File: src/rtl/seq_divider_pkg.sv
// Shared definitions for the sequential divider: state encodings, default width,
// and the SW/LEDR field offsets of the board wiring.
package seq_divider_pkg;

    localparam int W_DEF = 4;

    typedef enum logic [1:0] {
        IDLE = 2'd0,
        LOAD = 2'd1,
        RUN  = 2'd2,
        DONE = 2'd3
    } state_e;

    localparam int SW_DVD_LSB    = 0;
    localparam int SW_DVS_LSB    = 4;
    localparam int LEDR_QUO_LSB  = 0;
    localparam int LEDR_REM_LSB  = 4;
    localparam int LEDR_BUSY_BIT = 8;
    localparam int LEDR_DONE_BIT = 9;

endpackage

File: src/rtl/seq_divider_if.sv
// Operand/result bundle of the trial subtractor (N-bit minuend, subtrahend, difference, no-borrow).
// Purely combinational; no handshake, the consumer samples whenever it needs the result.
interface seq_divider_if #(
    parameter int N = 5
);
    logic [N-1:0] a;
    logic [N-1:0] b;
    logic [N-1:0] diff;
    logic         no_borrow;

    modport master (output a, output b, input diff, input no_borrow);
    modport slave  (input a, input b, output diff, output no_borrow);
endinterface

File: src/rtl/seq_divider_sub_ripple.sv
// Ripple subtractor a - b as a chain of full adders fed with ~b and carry-in 1.
// Zero latency; no_borrow is the final carry-out, i.e. a >= b unsigned.
module sub_ripple #(
    parameter int N = 5
) (
    seq_divider_if.slave s
);
    logic [N-1:0] diff_v;
    logic         carry;

    always_comb begin
        diff_v = '0;
        carry  = 1'b1;
        for (int i = 0; i < N; i++) begin
            diff_v[i] = s.a[i] ^ ~s.b[i] ^ carry;
            carry     = (s.a[i] & ~s.b[i]) | (s.a[i] & carry) | (~s.b[i] & carry);
        end
    end

    assign s.diff      = diff_v;
    assign s.no_borrow = carry;

endmodule

File: src/rtl/seq_divider.sv
// Restoring divider for the DE board: SW operands, KEY[1] start, LEDR result/status; done W+2 cycles
// after the press pulse, presses during LOAD/RUN ignored. DIV_DBZ_DETECT_EN adds a divide-by-zero fast path.
module seq_divider
    import seq_divider_pkg::*;
#(
    parameter int W           = W_DEF,
    parameter int SYNC_STAGES = 2
) (
    input  logic       CLOCK_50,
    input  logic [1:0] KEY,
    input  logic [9:0] SW,
    output logic [9:0] LEDR
);
    localparam int CW = (W > 1) ? $clog2(W) : 1;

    logic rst_n;
    assign rst_n = KEY[0];

    logic [SYNC_STAGES-1:0] sync_q, sync_d;
    logic                   key_prev_q, key_prev_d;
    logic                   press;

    state_e         state_q, state_d;
    logic [W-1:0]   q_q, q_d;
    logic [W-1:0]   d_q, d_d;
    logic [W:0]     r_q, r_d;
    logic [CW-1:0]  cnt_q, cnt_d;
    logic [2*W-1:0] result_q, result_d;
    logic           err_q, err_d;
    logic           busy;

    logic [W-1:0] sw_dvd;
    logic [W-1:0] sw_dvs;
    logic [W:0]   r_shift;
    logic         unused_bits;

    assign sw_dvd      = SW[SW_DVD_LSB +: W];
    assign sw_dvs      = SW[SW_DVS_LSB +: W];
    assign unused_bits = ^{SW[9:8], r_q[W]};

    seq_divider_if #(.N(W + 1)) sub_bus ();
    sub_ripple #(.N(W + 1)) u_sub (.s(sub_bus.slave));

    assign r_shift   = {r_q[W-1:0], q_q[W-1]};
    assign sub_bus.a = r_shift;
    assign sub_bus.b = {1'b0, d_q};

    // Button idles high; only a synchronized high-to-low edge starts an operation.
    always_comb begin
        sync_d     = {sync_q[SYNC_STAGES-2:0], KEY[1]};
        key_prev_d = sync_q[SYNC_STAGES-1];
        press      = key_prev_q & ~sync_q[SYNC_STAGES-1];
    end

    always_comb begin
        state_d  = state_q;
        q_d      = q_q;
        d_d      = d_q;
        r_d      = r_q;
        cnt_d    = cnt_q;
        result_d = result_q;
        err_d    = err_q;
        unique case (state_q)
            IDLE: begin
                if (press) state_d = LOAD;
            end
            LOAD: begin
                q_d     = sw_dvd;
                d_d     = sw_dvs;
                r_d     = '0;
                cnt_d   = '0;
                err_d   = 1'b0;
                state_d = RUN;
`ifdef DIV_DBZ_DETECT_EN
                if (sw_dvs == '0) begin
                    err_d    = 1'b1;
                    result_d = {sw_dvd, {W{1'b1}}};
                    state_d  = DONE;
                end
`endif
            end
            RUN: begin
                r_d   = sub_bus.no_borrow ? sub_bus.diff : r_shift;
                q_d   = {q_q[W-2:0], sub_bus.no_borrow};
                cnt_d = cnt_q + 1'b1;
                if (cnt_q == CW'(W - 1)) begin
                    result_d = {r_d[W-1:0], q_d};
                    state_d  = DONE;
                end
            end
            DONE: begin
                if (press) state_d = LOAD;
            end
            default: state_d = IDLE;
        endcase
    end

    always_ff @(posedge CLOCK_50 or negedge rst_n) begin
        if (!rst_n) begin
            sync_q     <= '1;
            key_prev_q <= 1'b1;
            state_q    <= IDLE;
            q_q        <= '0;
            d_q        <= '0;
            r_q        <= '0;
            cnt_q      <= '0;
            result_q   <= '0;
            err_q      <= 1'b0;
        end else begin
            sync_q     <= sync_d;
            key_prev_q <= key_prev_d;
            state_q    <= state_d;
            q_q        <= q_d;
            d_q        <= d_d;
            r_q        <= r_d;
            cnt_q      <= cnt_d;
            result_q   <= result_d;
            err_q      <= err_d;
        end
    end

    assign busy = (state_q == LOAD) || (state_q == RUN);

    always_comb begin
        LEDR                         = '0;
        LEDR[LEDR_QUO_LSB +: W]      = result_q[W-1:0];
        LEDR[LEDR_REM_LSB +: W]      = result_q[2*W-1:W];
        LEDR[LEDR_BUSY_BIT]          = busy | err_q;
        LEDR[LEDR_DONE_BIT]          = (state_q == DONE);
    end

endmodule

File: config.mk
export PLATFORM = sky130hd
export DESIGN_NAME = seq_divider
export DESIGN_NICKNAME = d
export VERILOG_FILES = /design/src/rtl/seq_divider_pkg.sv /design/src/rtl/seq_divider_if.sv /design/src/rtl/seq_divider_sub_ripple.sv /design/src/rtl/seq_divider.sv
export SDC_FILE = /design/constraint.sdc
export NUM_CORES = 1
export LEC_CHECK = 0
export CAP_MARGIN = 20
export CORE_ASPECT_RATIO = 0.8
export CORE_MARGIN = 5
export CORE_UTILIZATION = 50
export CTS_CLUSTER_DIAMETER = 50
export DETAILED_ROUTE_END_ITERATION = 8
export PLACE_DENSITY = 0.88
export SKIP_LAST_GASP = 1
export SYNTH_ARGS = -nofsm -noshare
export SYNTH_HDL_FRONTEND = slang
export SYNTH_SLANG_ARGS = --single-unit
File: constraint.sdc
create_clock -name CLOCK_50 -period 6.05 [get_ports CLOCK_50]
set_input_delay 1.21 -clock CLOCK_50 [delete_from_list [all_inputs] [get_ports CLOCK_50]]
set_output_delay 1.21 -clock CLOCK_50 [all_outputs]
set_load 0.005 [all_outputs]
# Word-level counts from Yosys, hierarchy flattened
# Index checks and enable logic that the tools add are counted.
# W data, S select, Z words.
# classes
addsub	1
eq_ne	6
muxes	7
bitwise	35
reduce_logical	6
# ops
operator	count
$pmux W4 S2	2
$and A1 B1 Y1	12
$or A1 B1 Y1	10
$xor A1 B1 Y1	7
$eq A2 B2 Y1 const B	3
$not A1 Y1	6
$pmux W2 S3	1
$mux W2	2
$mux W4	1
$pmux W2 S2	1
$reduce_and A2 Y1	2
$add A2 B1 Y2 const B	1
$eq A2 B1 Y1 const B	1
$logic_not A2 Y1	1
$ne A2 B1 Y1 const B	1
$ne A2 B2 Y1 const B	1
$reduce_bool A2 Y1	1
$reduce_or A2 Y1	1
$logic_or A1 B1 Y1	1
# totals
reg_bits	27
in_bits	13
out_inout_bits	10
word_cells	63

# Logic depth before layout (Yosys ltp)
# depth
depth_word	18
depth_mapped	9
mapped_depth_nobuf	9

# Cells and area by module
# From an unflattened synthesis, not the netlist that was laid out.
# unflattened
hier_cells	111
area_unflattened_um2	1293.7
# modules_own_cells
mod	n_inst	cells_per_inst	area_each_um2	seq_area_each_um2
seq_divider	1	96	1163.6	679.4
sub_ripple	1	15	130.1	0.0

# Worst setup path after synthesis
# No wires, ideal clock.
# synth_path
path_type	reg2reg
start	reg q_q[3]
end	reg r_q[3]
setup_time_ns	0.127
t_arrival_ns	2.086
required_ns	5.923
path_slack_ns	3.837
path_stages_with_launch	9
path_buffers	0
period_less_slack_ns	2.213
cell_sequence	dfrtp_1 -> inv_1 -> ha_1 -> fa_1 -> fa_1 -> inv_1 -> fa_1 -> a22oi_1 -> o22ai_1
# synth_between
elab_chain_cells	17
word_cells_on_any_way	21
classes_between	mux: 2; bitwise: 19
# synth_rtl
item	line_no	text
start, declared	seq_divider.sv:24	logic [W-1:0] q_q, q_d;
start signal, assigned	seq_divider.sv:113	q_q <= q_d;
$and A1 B1 Y1	seq_divider_sub_ripple.sv:16	carry = (s.a[i] & ~s.b[i]) | (s.a[i] & carry) | (~s.b[i] & carry);
$or A1 B1 Y1 (*) (2 in a row)	seq_divider_sub_ripple.sv:16	
$and A1 B1 Y1	seq_divider_sub_ripple.sv:16	
$or A1 B1 Y1	seq_divider_sub_ripple.sv:16	
$or A1 B1 Y1 (*)	seq_divider_sub_ripple.sv:16	
$and A1 B1 Y1	seq_divider_sub_ripple.sv:16	
$or A1 B1 Y1	seq_divider_sub_ripple.sv:16	
$or A1 B1 Y1 (*)	seq_divider_sub_ripple.sv:16	
$and A1 B1 Y1	seq_divider_sub_ripple.sv:16	
$or A1 B1 Y1 (2 in a row)	seq_divider_sub_ripple.sv:16	
$and A1 B1 Y1	seq_divider_sub_ripple.sv:16	
$or A1 B1 Y1 (2 in a row)	seq_divider_sub_ripple.sv:16	
$mux W4 (*)	seq_divider.sv:83	r_d = sub_bus.no_borrow ? sub_bus.diff : r_shift;
$pmux W4 S2 (*)	seq_divider.sv:63	unique case (state_q)
end signal, assigned	seq_divider.sv:115	r_q <= r_d;
end, declared	seq_divider.sv:26	logic [W:0] r_q, r_d;
# Every way passes the cells marked *; elsewhere a longest branch is shown, timed or not.
# A chain may end at the register's enable or synchronous reset.

# Worst setup path after layout
# layout_path
start	reg state_q[0]
end	out LEDR[8]
# layout_between
elab_chain_cells	2
word_cells_on_any_way	3
classes_between	eq/ne: 2; reduce/logical: 1
# layout_rtl
item	line_no	text
start, declared	seq_divider.sv:23	state_e state_q, state_d;
start signal, assigned	seq_divider.sv:112	state_q <= state_d;
$eq A2 B1 Y1 or $eq A2 B2 Y1 (tied branches)	seq_divider.sv:122	assign busy = (state_q == LOAD) || (state_q == RUN);
$logic_or A1 B1 Y1 (*)	seq_divider.sv:122	
end, declared	seq_divider.sv:12	output logic [9:0] LEDR
# Marked as above.

==> results.yml <==
cts:
  insertion_delay_ps: 310
  cts_hold_buffers: 0
  numCtsBuffers: 3
  clk_pin_slew_ps: 120
  cts.repair.resized: 0
  post_cts_buffers: 0
  clockBufferDepth: 2
  root_buffer: "clkbuf_4"
  cts_tree: "done"
  htreeDepth: 1
  clock-sinks: 27
cells_and_area:
  fillCellCount: 203
  syn_to_final_growth_pct: 19.5
  seq_area_um2: 679
  diodes: 0
  final_cells: 164
  layout-drive-gt1-share_pct: 15.6
  final_util_pct: 61.7
  multi_input_comb_area_um2: 503
  fin_nets: 150
global_route:
  antenna_found_initial: 0
  grt_max_degree: 28
  top_usage_layer: "met2"
  met2_usage_pct: 25.0
  grt_use_met3_pct: 5.75
  overflow: 0
  gr-usage-met1_pct: 17.0
  grt_pass1_wl_um: 3750
  grt_pass1_vias: 837
  grt_usage_pct: 14.0
floorplan:
  die_area_um2: 3610
  core_um2: 2420
  fp.dieW_um: 65.9
  die_y_um: 54.7
  start_util_pct: 51.7
  pin_count: 23
  num_rows: 16
routing:
  firstDrtPassIters: 4
  drtIter0Drc: 52
  wl_per_cell_um: 13.3
  wl_um: 2180
  via_per_inst: 5.12
  drc: 0
  ant_nets: 0
  vias: 840
synth:
  synth_area_per_cell_um2: 11.7
  synthesis.nets: 128
  yosysUniqueCellTypes: 23
  syn_area_um2: 1250
  synth_warnings: 0
  yosysSeqAreaShare_pct: 54.3
  synthCells: 107
  synth-seq-cells: 27
run_status:
  status: "complete, no violations"
setup_path:
  cp-end-kind: "output pin"
  critical_path_arrival_ps: 2060
  worstSetupPathType: "reg2out"
  startpoint_type: "flip-flop"
  cp_data_required_time_ps: 4840
  critical_path_peak_fanout: 16
sta:
  setup_violations: 0
  fin_crit_ps: 3270
  rsz0062_at_grt: "no"
  relSlewSlack_pct: 68.1
  finalSetupTns_ps: 0
  hold_violations: 0
  max_freq_ghz: 0.306
  worstMarginPinSlew_ps: 478
  skew_ps: 10.7
  slew_viol_final: 0
  finalCritPeriodShare_pct: 54.1
flow_run:
  cap_violations: 0
worst_hold_path:
  min_path_type: "reg2reg"
power_and_ir_drop:
  leakage_nw: 0.674
  power.density_cell_area_nw_per_um2: 465
  ir_drop_mv: 0.220
placement:
  port_buffers: 20
  place_congestion: 0.824
  placed_cells: 160
  dp_hpwl_um: 1690
path summary, 6_finish.rpt:
path,slack [ps],startpoint,to,cells after the start
min reg2reg,370,sync_q[0],sync_q[1],0
max in group asynchronous,4490,KEY[0],sync_q[1],2
max reg2reg,3680,q_q[3],r_q[3],8
max,2780,state_q[0],LEDR[8],4
min,370,sync_q[0],sync_q[1],0
min in group asynchronous,1250,KEY[0],d_q[1],2
Yosys cell counts (all sizes together):
cell type	count	area, um^2
nand2b	1	6.26
dfrtp	24	601
buf	4	35.0
a21oi	2	13.8
o22ai	3	18.8
or2	1	8.76
fa	3	60.1
nand2	16	67.6
mux2i	6	60.1
nor2	1	3.75
o21ai	21	116
a22oi	1	7.51
mux2	6	67.6
ha	5	62.6
dfstp	3	78.8
inv	9	33.8
and2b	1	10.0
flip-flops by register name, indices dropped and copies added, names as in the netlist:
register    flops
d_q             4
r_q             4
state_q         2
cnt_q           2
q_q             4
sync_q          2
key_prev_q      1
result_q        8
where the power goes:
group / switching, mW / internal [mW] / total, mW
Sequential: 0.0407 / 0.234 / 0.275
Clock: 0.0479 / 0.0257 / 0.0737
Combinational: 0.185 / 0.161 / 0.347
through the flow:
stage          hold slack, ps  worst slack, ps  cell area, um^2  power (mW)
2_1_floorplan             345             3840             1250       0.529
6_report                  367             2780             1500       0.695
4_1_cts                   368             2800             1500       0.702
3_5_place_dp              349             3180             1470       0.624
3_3_place_gp              346             3240             1470       0.601
5_1_grt                   374             2620             1500       0.765
kinds of logic after synthesis:
| group | after synthesis | share of synthesized area, % |
|---|---|---|
| flops | 27 | 54.3 |
| buf+inv | 13 | 5.50 |
| compound gates | 27 | 12.5 |
| simple gates | 20 | 7.70 |
| fa+ha+maj | 8 | 9.80 |
| mux | 12 | 10.2 |
cell type report:
type | count | area share (%)
clock buffer | 4 | 1.76
timing repair buffer | 21 | 13.9
tap | 36 | 3.01
inverter | 9 | 2.26
multi-input combinational | 67 | 33.6
sequential | 27 | 45.4
worst max-delay path, stage by stage (launching register included):
cell             delay, ps
dfrtp_1                410
inv_1                   80
ha_1                   570
inv_1                  210
clkdlybuf4s50_1        490
per-layer routing:
| metal | part of all wire, % | wire length, um |
|---|---|---|
| met5 | 0 | 0 |
| met4 | 0 | 0 |
| met3 | 5.8 | 127 |
| met2 | 49 | 1070 |
| met1 | 45 | 978 |
layout by cell type (no fill, tap or decap):
cell and instances:
mux2i_1 6, clkbuf_1 1, o21ai_0 14, o21ai_2 3, mux2_2 6, a22oi_1 1, buf_4 1, dfstp_2 3
nand2b_1 1, or2_4 1, nand2_1 15, a21oi_1 1, clkdlybuf4s50_1 20, dfrtp_1 24, nor2_1 1, nand2_4 1
o21ai_1 4, fa_1 3, o22ai_1 3, ha_1 5, a21oi_2 1, and2b_4 1, clkbuf_4 3, inv_1 9
Power figures use the tool's default switching activity.
